File: config.mk
export PLATFORM = sky130hd
export DESIGN_NAME = bgr_ctrl_flat
export DESIGN_NICKNAME = d
export VERILOG_FILES = /design/src/rtl/bgr_pkg.sv /design/src/rtl/bgr_ctrl_if.sv /design/src/rtl/bgr_sync2.sv /design/src/rtl/bgr_ctrl.sv /design/src/flat_wrapper.sv
export SDC_FILE = /design/constraint.sdc
export NUM_CORES = 1
export LEC_CHECK = 0
export ABC_AREA = 1
export CAP_MARGIN = 20
export CELL_PAD_IN_SITES_DETAIL_PLACEMENT = 1
export CELL_PAD_IN_SITES_GLOBAL_PLACEMENT = 1
export CORE_ASPECT_RATIO = 1.4
export CORE_MARGIN = 8
export CORE_UTILIZATION = 41
export CTS_CLUSTER_DIAMETER = 150
export CTS_CLUSTER_SIZE = 10
export DETAILED_ROUTE_END_ITERATION = 8
export PLACE_DENSITY = 0.86
export SLEW_MARGIN = 20
export SYNTH_ARGS = -nofsm -noshare
export SYNTH_HDL_FRONTEND = slang
export SYNTH_SLANG_ARGS = --single-unit
File: constraint.sdc
create_clock -name wb_clk_i -period 2.7 [get_ports wb_clk_i]
set_clock_uncertainty 0.15 [all_clocks]
set_input_delay 0.54 -clock wb_clk_i [delete_from_list [all_inputs] [get_ports wb_clk_i]]
set_output_delay 0.54 -clock wb_clk_i [all_outputs]
set_load 0.01 [all_outputs]
File: src/rtl/bgr_pkg.sv
// bgr_pkg: definitions shared by the bandgap reference controller.
// Holds the FSM state encoding, the register word offsets, the CTRL/STATUS bit
// positions, the register reset defaults and a byte-lane merge helper.
package bgr_pkg;

  // FSM states. The encoding is visible to software in STATUS[1:0].
  typedef enum logic [1:0] {
    ST_IDLE   = 2'd0,
    ST_PORST  = 2'd1,
    ST_SETTLE = 2'd2,
    ST_DONE   = 2'd3
  } bgr_state_e;

  // Word offsets (adr[3:2]) inside the 16-byte register window.
  localparam logic [1:0] REG_CTRL       = 2'd0;
  localparam logic [1:0] REG_PORST_LEN  = 2'd1;
  localparam logic [1:0] REG_SETTLE_MAX = 2'd2;
  localparam logic [1:0] REG_STATUS     = 2'd3;

  // CTRL bits (write-only pulses).
  localparam int CTRL_START_BIT = 0;
  localparam int CTRL_ABORT_BIT = 1;

  // STATUS bits.
  localparam int ST_READY_BIT  = 2;
  localparam int ST_FAULT_BIT  = 3;
  localparam int ST_IRQCLR_BIT = 4;

  // Reset defaults of the configuration registers.
  localparam logic [15:0] PORST_LEN_RST  = 16'd100;
  localparam logic [15:0] SETTLE_MAX_RST = 16'hFFFF;

  // Replace the bytes of old_v whose lane is enabled in sel with new_v.
  function automatic logic [31:0] apply_sel(input logic [31:0] old_v,
                                            input logic [31:0] new_v,
                                            input logic [3:0]  sel);
    logic [31:0] res;
    res = old_v;
    for (int b = 0; b < 4; b++) begin
      if (sel[b]) begin
        res[8*b +: 8] = new_v[8*b +: 8];
      end else begin
        res[8*b +: 8] = old_v[8*b +: 8];
      end
    end
    return res;
  endfunction

endpackage

File: src/rtl/bgr_ctrl_if.sv
// bgr_ctrl_if: Wishbone slave bus bundle of the bandgap controller.
// Signals keep their Wishbone names; the _i/_o suffixes are seen from the slave.
//   master modport : drives cyc/stb/we/sel/adr/dat_i, receives ack/dat_o
//   slave  modport : the reverse
interface bgr_ctrl_if;
  logic        wbs_cyc_i;
  logic        wbs_stb_i;
  logic        wbs_we_i;
  logic [3:0]  wbs_sel_i;
  logic [31:0] wbs_adr_i;
  logic [31:0] wbs_dat_i;
  logic        wbs_ack_o;
  logic [31:0] wbs_dat_o;

  modport master (
    output wbs_cyc_i, wbs_stb_i, wbs_we_i, wbs_sel_i, wbs_adr_i, wbs_dat_i,
    input  wbs_ack_o, wbs_dat_o
  );

  modport slave (
    input  wbs_cyc_i, wbs_stb_i, wbs_we_i, wbs_sel_i, wbs_adr_i, wbs_dat_i,
    output wbs_ack_o, wbs_dat_o
  );
endinterface

File: src/rtl/bgr_sync2.sv
// bgr_sync2: two-flop synchronizer for a single asynchronous level.
// Ports: clk_i clock, rst_n_i async active-low reset, d_i async input,
//        q_o synchronized output (two clock cycles of latency).
module bgr_sync2 (
  input  logic clk_i,
  input  logic rst_n_i,
  input  logic d_i,
  output logic q_o
);

  logic meta_q;
  logic sync_q;

  // Two-stage capture of the asynchronous input.
  always_ff @(posedge clk_i or negedge rst_n_i) begin
    if (!rst_n_i) begin
      meta_q <= 1'b0;
      sync_q <= 1'b0;
    end else begin
      meta_q <= d_i;
      sync_q <= meta_q;
    end
  end

  assign q_o = sync_q;

endmodule

File: src/rtl/bgr_ctrl.sv
// bgr_ctrl: power-on / settle sequencer for a bandgap reference macro with a
// Wishbone register window (CTRL, PORST_LEN, SETTLE_MAX, STATUS).
// Ports:
//   wb_clk_i, wb_rst_n   clock, async active-low reset
//   wb                   Wishbone slave (bgr_ctrl_if.slave)
//   vbg_ok_i             async bandgap-in-range flag
//   porst_o              power-on reset to the macro, active-high
//   bgr_ready_o          reference settled (mirrors STATUS.ready)
//   irq_o                done interrupt
// Build option: define BGR_CTRL_IRQ_EN to enable irq_o; otherwise it is tied 0.
module bgr_ctrl
  import bgr_pkg::*;
#(
  parameter logic [31:0] BASE_ADDR = 32'h3000_0000,
  parameter int          CNT_W     = 16,
  parameter int          OK_FILT   = 4
) (
  input  logic       wb_clk_i,
  input  logic       wb_rst_n,
  bgr_ctrl_if.slave  wb,
  input  logic       vbg_ok_i,
  output logic       porst_o,
  output logic       bgr_ready_o,
  output logic       irq_o
);

  localparam int                FILT_W   = $clog2(OK_FILT + 1);
  localparam logic [FILT_W-1:0] FILT_TGT = FILT_W'(OK_FILT);

  // Bus side
  logic             ack_q;
  logic [31:0]      dat_o_q;
  logic [CNT_W-1:0] porst_len_q;
  logic [CNT_W-1:0] settle_max_q;

  // Sequencer
  bgr_state_e        state_q;
  logic              porst_q;
  logic              ready_q;
  logic              fault_q;
  logic [CNT_W-1:0]  cnt_q;
  logic [CNT_W-1:0]  cap_q;
  logic [FILT_W-1:0] filt_q;
  // Configuration copies latched at START, so mid-run writes wait for the next run.
  logic [CNT_W-1:0]  porst_len_act_q;
  logic [CNT_W-1:0]  settle_max_act_q;

  logic              ok_s;
  logic              acc_s;
  logic              hit_s;
  logic              wr_s;
  logic [1:0]        word_s;
  logic              start_s;
  logic              abort_s;
  logic              irq_clr_s;
  logic [31:0]       rdata_s;
  logic [CNT_W-1:0]  len_eff_s;
  logic [CNT_W-1:0]  smax_eff_s;
  logic [CNT_W-1:0]  cnt_inc_s;
  logic [FILT_W-1:0] filt_d;
  logic              ok_hit_s;
  logic              timeout_s;
  logic              done_entry_s;

  bgr_sync2 u_sync (
    .clk_i   (wb_clk_i),
    .rst_n_i (wb_rst_n),
    .d_i     (vbg_ok_i),
    .q_o     (ok_s)
  );

  // Bus decode; a new access is only taken while ack is low.
  assign acc_s     = wb.wbs_cyc_i & wb.wbs_stb_i & ~ack_q;
  assign hit_s     = (wb.wbs_adr_i[31:4] == BASE_ADDR[31:4]);
  assign wr_s      = acc_s & hit_s & wb.wbs_we_i;
  assign word_s    = wb.wbs_adr_i[3:2];
  assign start_s   = wr_s & (word_s == REG_CTRL) & wb.wbs_sel_i[0] & wb.wbs_dat_i[CTRL_START_BIT];
  assign abort_s   = wr_s & (word_s == REG_CTRL) & wb.wbs_sel_i[0] & wb.wbs_dat_i[CTRL_ABORT_BIT];
  assign irq_clr_s = wr_s & (word_s == REG_STATUS) & wb.wbs_sel_i[0] & wb.wbs_dat_i[ST_IRQCLR_BIT];

  // Read-data mux for the register window.
  always_comb begin
    rdata_s = 32'd0;
    case (word_s)
      REG_CTRL:       rdata_s = 32'd0;
      REG_PORST_LEN:  rdata_s = 32'(porst_len_q);
      REG_SETTLE_MAX: rdata_s = 32'(settle_max_q);
      REG_STATUS: begin
        rdata_s[1:0]          = state_q;
        rdata_s[ST_READY_BIT] = ready_q;
        rdata_s[ST_FAULT_BIT] = fault_q;
        rdata_s[31:16]        = 16'(cap_q);
      end
      default:        rdata_s = 32'd0;
    endcase
  end

  // Wishbone ack/read-data and configuration register writes.
  always_ff @(posedge wb_clk_i or negedge wb_rst_n) begin
    if (!wb_rst_n) begin
      ack_q        <= 1'b0;
      dat_o_q      <= 32'd0;
      porst_len_q  <= CNT_W'(PORST_LEN_RST);
      settle_max_q <= CNT_W'(SETTLE_MAX_RST);
    end else begin
      ack_q <= acc_s;
      if (acc_s) begin
        dat_o_q <= (hit_s && !wb.wbs_we_i) ? rdata_s : 32'd0;
      end
      if (wr_s && word_s == REG_PORST_LEN) begin
        porst_len_q <= CNT_W'(apply_sel(32'(porst_len_q), wb.wbs_dat_i, wb.wbs_sel_i));
      end
      if (wr_s && word_s == REG_SETTLE_MAX) begin
        settle_max_q <= CNT_W'(apply_sel(32'(settle_max_q), wb.wbs_dat_i, wb.wbs_sel_i));
      end
    end
  end

  assign wb.wbs_ack_o = ack_q;
  assign wb.wbs_dat_o = dat_o_q;

  // Effective limits: a zero PORST_LEN still gives one cycle, a zero
  // SETTLE_MAX means the largest count.
  assign len_eff_s  = (porst_len_act_q == {CNT_W{1'b0}}) ? CNT_W'(1) : porst_len_act_q;
  assign smax_eff_s = (settle_max_act_q == {CNT_W{1'b0}}) ? {CNT_W{1'b1}} : settle_max_act_q;
  assign cnt_inc_s  = cnt_q + CNT_W'(1);

  // Consecutive-high filter and the two ways out of SETTLE.
  always_comb begin
    filt_d    = {FILT_W{1'b0}};
    ok_hit_s  = 1'b0;
    timeout_s = 1'b0;
    if (ok_s) begin
      filt_d = (filt_q == FILT_TGT) ? filt_q : filt_q + FILT_W'(1);
    end else begin
      filt_d = {FILT_W{1'b0}};
    end
    ok_hit_s  = (filt_d == FILT_TGT);
    timeout_s = (cnt_inc_s >= smax_eff_s);
  end

  assign done_entry_s = (state_q == ST_SETTLE) & ~abort_s & ~start_s & (ok_hit_s | timeout_s);

  // Sequencer FSM with registered porst/ready/fault/capture outputs.
  always_ff @(posedge wb_clk_i or negedge wb_rst_n) begin
    if (!wb_rst_n) begin
      state_q          <= ST_IDLE;
      porst_q          <= 1'b1;
      ready_q          <= 1'b0;
      fault_q          <= 1'b0;
      cnt_q            <= {CNT_W{1'b0}};
      cap_q            <= {CNT_W{1'b0}};
      filt_q           <= {FILT_W{1'b0}};
      porst_len_act_q  <= CNT_W'(PORST_LEN_RST);
      settle_max_act_q <= CNT_W'(SETTLE_MAX_RST);
    end else if (abort_s) begin
      // ABORT wins over a START carried in the same write.
      state_q <= ST_IDLE;
      porst_q <= 1'b1;
      ready_q <= 1'b0;
      cnt_q   <= {CNT_W{1'b0}};
      filt_q  <= {FILT_W{1'b0}};
    end else if (start_s) begin
      // cnt_q counts PORST cycles starting with this one.
      state_q          <= ST_PORST;
      porst_q          <= 1'b1;
      ready_q          <= 1'b0;
      fault_q          <= 1'b0;
      cnt_q            <= CNT_W'(1);
      cap_q            <= {CNT_W{1'b0}};
      filt_q           <= {FILT_W{1'b0}};
      porst_len_act_q  <= porst_len_q;
      settle_max_act_q <= settle_max_q;
    end else begin
      case (state_q)
        ST_IDLE: begin
          porst_q <= 1'b1;
        end
        ST_PORST: begin
          if (cnt_q >= len_eff_s) begin
            state_q <= ST_SETTLE;
            porst_q <= 1'b0;
            cnt_q   <= {CNT_W{1'b0}};
          end else begin
            cnt_q <= cnt_inc_s;
          end
        end
        ST_SETTLE: begin
          cnt_q  <= cnt_inc_s;
          filt_q <= filt_d;
          if (ok_hit_s) begin
            state_q <= ST_DONE;
            ready_q <= 1'b1;
            cap_q   <= cnt_inc_s;
          end else if (timeout_s) begin
            state_q <= ST_DONE;
            fault_q <= 1'b1;
          end else begin
            state_q <= ST_SETTLE;
          end
        end
        ST_DONE: begin
          // Loss of the in-range flag after settling is a fault.
          if (ready_q && !ok_s) begin
            ready_q <= 1'b0;
            fault_q <= 1'b1;
          end else begin
            ready_q <= ready_q;
          end
        end
        default: begin
          state_q <= ST_IDLE;
          porst_q <= 1'b1;
        end
      endcase
    end
  end

  assign porst_o     = porst_q;
  assign bgr_ready_o = ready_q;

`ifdef BGR_CTRL_IRQ_EN
  logic irq_q;

  // Done interrupt; a set on the same edge as a clear wins.
  always_ff @(posedge wb_clk_i or negedge wb_rst_n) begin
    if (!wb_rst_n) begin
      irq_q <= 1'b0;
    end else if (done_entry_s) begin
      irq_q <= 1'b1;
    end else if (irq_clr_s) begin
      irq_q <= 1'b0;
    end else begin
      irq_q <= irq_q;
    end
  end

  assign irq_o = irq_q;

  logic unused_s;
  assign unused_s = ^wb.wbs_adr_i[1:0];
`else
  assign irq_o = 1'b0;

  logic unused_s;
  assign unused_s = ^{wb.wbs_adr_i[1:0], done_entry_s, irq_clr_s};
`endif

endmodule

File: src/flat_wrapper.sv
// flat-port wrapper written by rule: the top's interface ports become plain ports
module bgr_ctrl_flat import bgr_pkg::*;
#(
  parameter logic [31:0] BASE_ADDR = 32'h3000_0000,
  parameter int          CNT_W     = 16,
  parameter int          OK_FILT   = 4
)
  (wb_clk_i, wb_rst_n, vbg_ok_i, porst_o, bgr_ready_o, irq_o, wb_wbs_cyc_i, wb_wbs_stb_i, wb_wbs_we_i, wb_wbs_sel_i, wb_wbs_adr_i, wb_wbs_dat_i, wb_wbs_ack_o, wb_wbs_dat_o);
  bgr_ctrl_if wb_i ();
  input  logic wb_clk_i;
  input  logic wb_rst_n;
  input  logic vbg_ok_i;
  output logic porst_o;
  output logic bgr_ready_o;
  output logic irq_o;
  input wire logic [$bits(wb_i.wbs_cyc_i)-1:0] wb_wbs_cyc_i;
  input wire logic [$bits(wb_i.wbs_stb_i)-1:0] wb_wbs_stb_i;
  input wire logic [$bits(wb_i.wbs_we_i)-1:0] wb_wbs_we_i;
  input wire logic [$bits(wb_i.wbs_sel_i)-1:0] wb_wbs_sel_i;
  input wire logic [$bits(wb_i.wbs_adr_i)-1:0] wb_wbs_adr_i;
  input wire logic [$bits(wb_i.wbs_dat_i)-1:0] wb_wbs_dat_i;
  output wire logic [$bits(wb_i.wbs_ack_o)-1:0] wb_wbs_ack_o;
  output wire logic [$bits(wb_i.wbs_dat_o)-1:0] wb_wbs_dat_o;
  assign wb_i.wbs_cyc_i = wb_wbs_cyc_i;
  assign wb_i.wbs_stb_i = wb_wbs_stb_i;
  assign wb_i.wbs_we_i = wb_wbs_we_i;
  assign wb_i.wbs_sel_i = wb_wbs_sel_i;
  assign wb_i.wbs_adr_i = wb_wbs_adr_i;
  assign wb_i.wbs_dat_i = wb_wbs_dat_i;
  assign wb_wbs_ack_o = wb_i.wbs_ack_o;
  assign wb_wbs_dat_o = wb_i.wbs_dat_o;
  bgr_ctrl #(.BASE_ADDR(BASE_ADDR), .CNT_W(CNT_W), .OK_FILT(OK_FILT)) u_core (.wb_clk_i(wb_clk_i), .wb_rst_n(wb_rst_n), .wb(wb_i), .vbg_ok_i(vbg_ok_i), .porst_o(porst_o), .bgr_ready_o(bgr_ready_o), .irq_o(irq_o));
endmodule
==> Word level (Yosys, flattened, before mapping) <==
Index checks and enable logic that the tools add are counted.
Widths: inputs -> output; s select.
{ "word_totals": {"out_inout_bits": 36, "input_bits": 74, "elab_cells": 112, "reg_bits": 139} }
{ "op_classes": {"bitwise_logic": 10, "order_cmp": 2, "n_reduce_logical": 28, "addsub": 2, "n_mux": 38, "n_eq_ne": 15} }
{ "op_table": {"columns": ["op", "n"], "rows": [
  ["$mux 16", 8],
  ["$pmux 16 s2", 2],
  ["$ge 16x16->1", 2],
  ["$logic_not 16->1", 2],
  ["$mux 32", 1],
  ["$eq 28x26->1 const B", 1],
  ["$pmux 12 s2", 1],
  ["$add 16x1->16 const B", 1],
  ["$pmux 4 s4", 1],
  ["$mux 3", 5],
  ["$reduce_and 2->1", 7],
  ["$mux 1", 12],
  ["$ne 4x1->1 const B", 3],
  ["$reduce_bool 4->1", 3],
  ["$and 1x1->1", 8],
  ["$eq 2x2->1 const B", 4],
  ["$mux 2", 4],
  ["$eq 3x3->1 const B", 2],
  ["$ne 3x1->1 const B", 2],
  ["$pmux 1 s2", 3],
  ["$reduce_and 3->1", 2],
  ["$reduce_bool 3->1", 2],
  ["$reduce_and 5->1", 1],
  ["$eq 2x1->1 const B", 2],
  ["9 further kinds", 16]
]} }

==> Longest topological paths before layout <==
{ "depth": {"ltp_word": 9, "mapped_depth": 20, "ltp_nobuf": 19} }

==> Modules after synthesis <==
Synthesis repeated with hierarchy kept, for this count alone.
{ "hier_totals": {"hier_cells": 875, "hier_area_um2": 7292.0} }
{ "modules_own_cells": {"columns": ["module", "n_inst", "seq_area_each_um2", "cells_each", "area_each_um2"], "rows": [
  ["bgr_ctrl", 1, 3477.1, 873, 7241.9],
  ["bgr_sync2", 1, 50.0, 2, 50.0]
]} }

==> Worst setup path before layout <==
OpenSTA, ideal clock, no wires.
{ "synth_timing": {"path_type": "register to register", "startpoint": "register u_core.settle_max_act_q[6]", "endpoint": "register u_core.state_q[0]", "path_stages_with_launch": 19, "period_less_slack_ps": 2420, "n_path_buf": 1, "arrival_time_ps": 2153, "setup_slack_ps": 280, "cell_sequence": "dfstp_2 -> inv_1 -> nand4_1 -> nor3_1 -> nand2_1 -> inv_1 -> buf_1 -> nor2_1 -> ha_1 -> nand2_1 -> inv_1 -> o21bai_1 -> nand2_1 -> a21oi_1 -> nand3_1 -> nand2_1 -> nand2_1 -> nand3_1 -> nand2_1"} }
{ "synth_between": {"elab_chain_cells": 8} }
{ "synth_lines": {"columns": ["item", "line_no", "text"], "rows": [
  ["start, declared", "bgr_ctrl.sv:46", "logic [CNT_W-1:0] settle_max_act_q;"],
  ["start signal, assigned", "bgr_ctrl.sv:155", "settle_max_act_q <= CNT_W'(SETTLE_MAX_RST);"],
  ["start signal, assigned", "bgr_ctrl.sv:173", "settle_max_act_q <= settle_max_q;"],
  ["$logic_not 16->1", "bgr_ctrl.sv:125", "assign smax_eff_s = (settle_max_act_q == {CNT_W{1'b0}}) ? {CNT_W{1'b1}} : settle_max_act_q;"],
  ["$mux 16 *", "bgr_ctrl.sv:125", null],
  ["$ge 16x16->1 *", "bgr_ctrl.sv:139", "timeout_s = (cnt_inc_s >= smax_eff_s);"],
  ["$mux 1 *", "bgr_ctrl.sv:195", "end else if (timeout_s) begin"],
  ["$mux 2 *", "bgr_ctrl.sv:191", "if (ok_hit_s) begin"],
  ["$pmux 2 s2 *", "bgr_ctrl.sv:175", "case (state_q)"],
  ["$mux 2 *", "bgr_ctrl.sv:163", "end else if (start_s) begin"],
  ["$mux 2 *", "bgr_ctrl.sv:156", "end else if (abort_s) begin"],
  ["end signal, assigned", "bgr_ctrl.sv:158", "state_q <= ST_IDLE;"],
  ["end signal, assigned", "bgr_ctrl.sv:165", "state_q <= ST_PORST;"],
  ["end signal, assigned", "bgr_ctrl.sv:192", "state_q <= ST_DONE;"],
  ["end, declared", "bgr_ctrl.sv:37", "bgr_state_e state_q;"]
]} }
Mark *: on every way between the ends. The rest lies on a longest branch, timed or not.
A chain may end at the register's enable or synchronous reset.

==> Final worst setup path <==
{ "layout_timing": {"startpoint": "register u_core.porst_len_act_q[14]", "endpoint": "register u_core.state_q[1]"} }
{ "layout_between": {"elab_chain_cells": 5} }
{ "layout_lines": {"columns": ["item", "line_no", "text"], "rows": [
  ["start, declared", "bgr_ctrl.sv:45", "logic [CNT_W-1:0] porst_len_act_q;"],
  ["start signal, assigned", "bgr_ctrl.sv:154", "porst_len_act_q <= CNT_W'(PORST_LEN_RST);"],
  ["start signal, assigned", "bgr_ctrl.sv:172", "porst_len_act_q <= porst_len_q;"],
  ["$logic_not 16->1", "bgr_ctrl.sv:124", "assign len_eff_s = (porst_len_act_q == {CNT_W{1'b0}}) ? CNT_W'(1) : porst_len_act_q;"],
  ["$mux 16 *", "bgr_ctrl.sv:124", null],
  ["$ge 16x16->1 *", "bgr_ctrl.sv:180", "if (cnt_q >= len_eff_s) begin"],
  ["$ne 4x1->1 (no source line) *", null, null],
  ["$reduce_and 2->1 (no source line) *", null, null],
  ["end signal, assigned", "bgr_ctrl.sv:181", "state_q <= ST_SETTLE;"],
  ["end signal, assigned", "bgr_ctrl.sv:192", null],
  ["end signal, assigned", "bgr_ctrl.sv:196", "state_q <= ST_DONE;"]
]} }
Marked as above.

==> impl_summary.log <==
INFO  metric status = complete, but fails checks
INFO  metric grt_usage = 24.9%
INFO  metric drt_iter0_drc = 657
INFO  metric grt_max_degree = 81
INFO  metric netlist_instances = 903
INFO  metric synth_top_area_share = 33.7%
INFO  metric timing.hold.worst.class = primary input to asynchronous set/reset pin
INFO  metric buffer_ports.inserted = 88
INFO  metric leakagePower = 4.88 nW
INFO  metric rrSetupSlack = -370 ps
INFO  metric antenna_cells = 0
INFO  metric final_std_cells_w_o_fill = 1,318
INFO  metric dp_hpwl = 17,900 microns
INFO  metric numCtsBuffers = 17
INFO  metric setup.worst_path.end = u_core.state_q[1]$_DFFE_PN0P_
INFO  metric layout_common_cells = 250 x sky130_fd_sc_hd__nand2_1, 94 x sky130_fd_sc_hd__dfrtp_1, 87 x sky130_fd_sc_hd__clkdlybuf4s50_1, 82 x sky130_fd_sc_hd__o21ai_0
INFO  metric routabilityCongestion = 0.945
INFO  metric yosysSeqAreaShare = 47.5%
INFO  metric initial_antenna_violation_count = 0
INFO  metric setup.worst_path.class = register to register
INFO  metric yosys-top-cells-area = sky130_fd_sc_hd__dfrtp_1 34%, sky130_fd_sc_hd__dfstp_2 14%, sky130_fd_sc_hd__nand2_1 13%
INFO  metric detail_route.wirelength = 31,100 microns
INFO  metric worst_ir_drop_vdd = 0.373 mV
INFO  metric worstMarginPinSlew = 813 ps
INFO  metric power_per_cell_area = 491 nW/um^2
INFO  metric synth-main-ff-cell = sky130_fd_sc_hd__dfrtp_1
INFO  metric area_taken_by_flip_flops_and_latches = 3530 sq um
INFO  metric final-hold-violation-count = 4
INFO  metric cts.clk_slew.worst_paths = 70 ps
INFO  metric yosys.cell_types.count = 38
INFO  metric period_needed = 3070 ps
INFO  metric drive_gt1_share = 23.6%
INFO  metric clock_latency = 450 ps
INFO  metric layout.cells.most_common = sky130_fd_sc_hd__nand2_1
INFO  metric initial_core_util = 41.6%
INFO  metric cts_tree = yes
INFO  metric multi_input_area = 3600 sq um
INFO  metric worst-endpoint-required = 2930 ps
INFO  metric hold_slack = -8.15 ps
INFO  metric cts_num_sinks = 139
INFO  metric rr_worst_depth = 18
INFO  metric synth.ff_latch_count = 139
INFO  metric clockBufferDepth = 2
INFO  metric slew-limit-headroom = 45.2%
INFO  metric syn_area_per_cell = 8.22 sq um
INFO  metric fin_nets = 1,183
INFO  metric critical_r2r_capture = u_core.state_q[1]$_DFFE_PN0P_
INFO  metric pin_count = 110
INFO  metric timing.fmax = 325 MHz
INFO  metric htree_levels = 4
INFO  metric startpoint = u_core.porst_len_act_q[14]$_DFFE_PN0P_
INFO  metric syn_to_final_growth = 35.5%
INFO  metric die-width = 130 microns
INFO  metric grt_first_pass_wirelength = 43,200 microns
INFO  metric layout_worst_path_cycle_share = 114%
INFO  metric cp_data_arrival_time = 3300 ps
INFO  metric setup_violations = 19
INFO  metric yosys.area.top_type = sky130_fd_sc_hd__dfrtp_1
INFO  metric worstSetupStartpointType = register
INFO  metric die_y = 175 microns
INFO  metric cts_hold_repair.buffers = 0
INFO  metric endpoint_kind = register
INFO  metric synth_edf_count = 0
INFO  metric design.die.area = 22,700 sq um
INFO  metric async_flop_share = 100%
INFO  metric routed_wire_length_per_instance = 23.6 microns
INFO  metric place_area = 8990 sq um
INFO  metric layout.filler_cells = 2,106
INFO  metric dr.pass1.iters = 5
INFO  metric placeableCoreArea = 17,900 sq um
INFO  metric path_common_cell = sky130_fd_sc_hd__nand2_1
INFO  metric critPathMaxStageDelay = 390 ps
INFO  metric post_synthesis_instance_area = 7420 sq um
INFO  metric max_cap_viol_count = 0
INFO  metric via_per_inst = 5.72
INFO  metric first_global_vias = 7,994
INFO  metric postLayoutSetupSlackWorst = -373 ps
INFO  metric ys_warn_count = 0
INFO  metric reg2reg_from = u_core.porst_len_act_q[14]$_DFFE_PN0P_
INFO  metric post-place-cells = 1,267
INFO  metric rsz_0062_raised_after_global_routing = yes
INFO  metric design_area = 10,100 sq um
INFO  metric root_buffer = sky130_fd_sc_hd__clkbuf_16
INFO  metric placement_rows = 58
INFO  metric ant_nets = 0
INFO  metric globalRouteOverflowTotal = 0
INFO  metric final_max_slew_viol_count = 0
INFO  metric critical_path_peak_fanout = 3
INFO  metric drcViolationCount = 0
INFO  metric routed-via-count = 7,537
INFO  metric critical_path.cell_chain = inv_1, nand4_1, o41ai_2, ha_2, inv_1, nand2_1, nand2_1, nand2_1, nand2_1, nand2_1, nand2_1, nand2_2, nand2_1, nor2_2, nand3_2, nand2_1, nand2_1, nand2_1
INFO  metric failed_checks = hold timing, setup timing
INFO  metric final_util = 56.3%
INFO  metric timing.critical_path.slowest_stage_cell = sky130_fd_sc_hd__o41ai_2
INFO  metric mappedNetlistNets = 1,021
-- cell usage after synthesis (all sizes together) (2+ instances only) --
cell,instances
a211oi,2
a21oi,17
a22o,12
buf,16
clkbuf,19
dfrtp,100
dfstp,39
ha,44
inv,98
nand2,269
nand3,53
nand4,22
nor2,71
nor3,4
o21ai,111
o21bai,2
o31ai,3
xor2,14
-- cell type report --
class / instances / share of cell area, %
Multi-Input combinational cell: 630 / 35.8
Timing Repair Buffer: 178 / 16.4
Tap cell: 240 / 2.99
Sequential cell: 139 / 35.2
Clock inverter: 8 / 0.821
Inverter: 99 / 3.70
Clock buffer: 24 / 5.09
-- worst min-delay path by stage --
| stage | cells past startpoint | startpoint | endpoint |
|---|---|---|---|
| floorplan | 0 | wb_rst_n | u_core.bgr_ready_o$_DFFE_PN0P_ |
| global placement | 0 | u_core.u_sync.meta_q$_DFF_PN0_ | u_core.u_sync.q_o$_DFF_PN0_ |
| detailed placement | 0 | u_core.u_sync.meta_q$_DFF_PN0_ | u_core.u_sync.q_o$_DFF_PN0_ |
| CTS | 1 | wb_rst_n | u_core.cnt_q[15]$_DFFE_PN0P_ |
| global route | 1 | wb_rst_n | u_core.cnt_q[15]$_DFFE_PN0P_ |
| finish | 1 | wb_rst_n | u_core.cnt_q[15]$_DFFE_PN0P_ |
-- timing repair --
| action | in CTS | in global routing |
|---|---|---|
| hold endpoints to repair | 0 | 0 |
| cloned | 0 | 1 |
| setup endpoints to repair | 2 | 19 |
| gates resized for setup | 15 | 72 |
| pin swaps | 4 | 22 |
| buffers inserted | 6 | 12 |
-- critical path, delay by kind of cell (launching register included) --
family	cells	cell delay, ps
buffers and inverters	2	170
AND/OR/NAND/NOR	14	1670
flip-flops	1	370
adder cells (fa/ha/maj)	1	260
AO/OA/AOI/OAI	1	390
-- logic make-up (layout without fill, tap and decap cells) --
family,Yosys count,after routing,share of synthesized area [%]
simple gates,419,419,23.9
buf+inv,134,309,7.81
fa+ha+maj,44,44,7.42
flops,139,139,47.5
compound gates,151,151,11.5
other cells,1,1,0.0506
xor+xnor,15,15,1.77
-- sequential cells by signal, indices dropped and copies added (netlist names) --
name                     count
u_core.u_sync.meta_q         1
u_core.u_sync.q_o            1
u_core.settle_max_act_q     16
u_core.state_q               2
u_core.porst_len_act_q      16
u_core.fault_q               1
u_core.bgr_ready_o           1
u_core.cnt_q                16
u_core.settle_max_q         16
u_core.filt_q                3
u_core.porst_len_q          16
u_core.cap_q                16
u_core.wb.wbs_ack_o          1
u_core.wb.wbs_dat_o         32
u_core.porst_o               1
-- stage by stage --
stage	setup TNS (ps)	power (mW)	setup WS, ps
2_1_floorplan	0	2.25	280
3_3_place_gp	-14.4	2.49	-14.4
3_5_place_dp	-424	2.50	-198
4_1_cts	0	4.85	1.74
5_1_grt	-6200	5.04	-496
6_report	-5250	4.93	-373
-- routing by layer --
metal	part of all wire (%)	vias to the layer above	GRT usage, %
met5	0	-	0
li1	-	3246	-
met2	52	391	43.7
met4	7.4	0	19.4
met3	6.3	148	4.73
met1	35	3752	25.3
-- power breakdown --
part / leakage [nW] / internal, mW / switching, mW
clock: 0.281 / 1.42 / 0.990
sequential: 1.66 / 2.10 / 0.0270
combinational: 2.94 / 0.181 / 0.216
(Power assumes the default switching activity.)
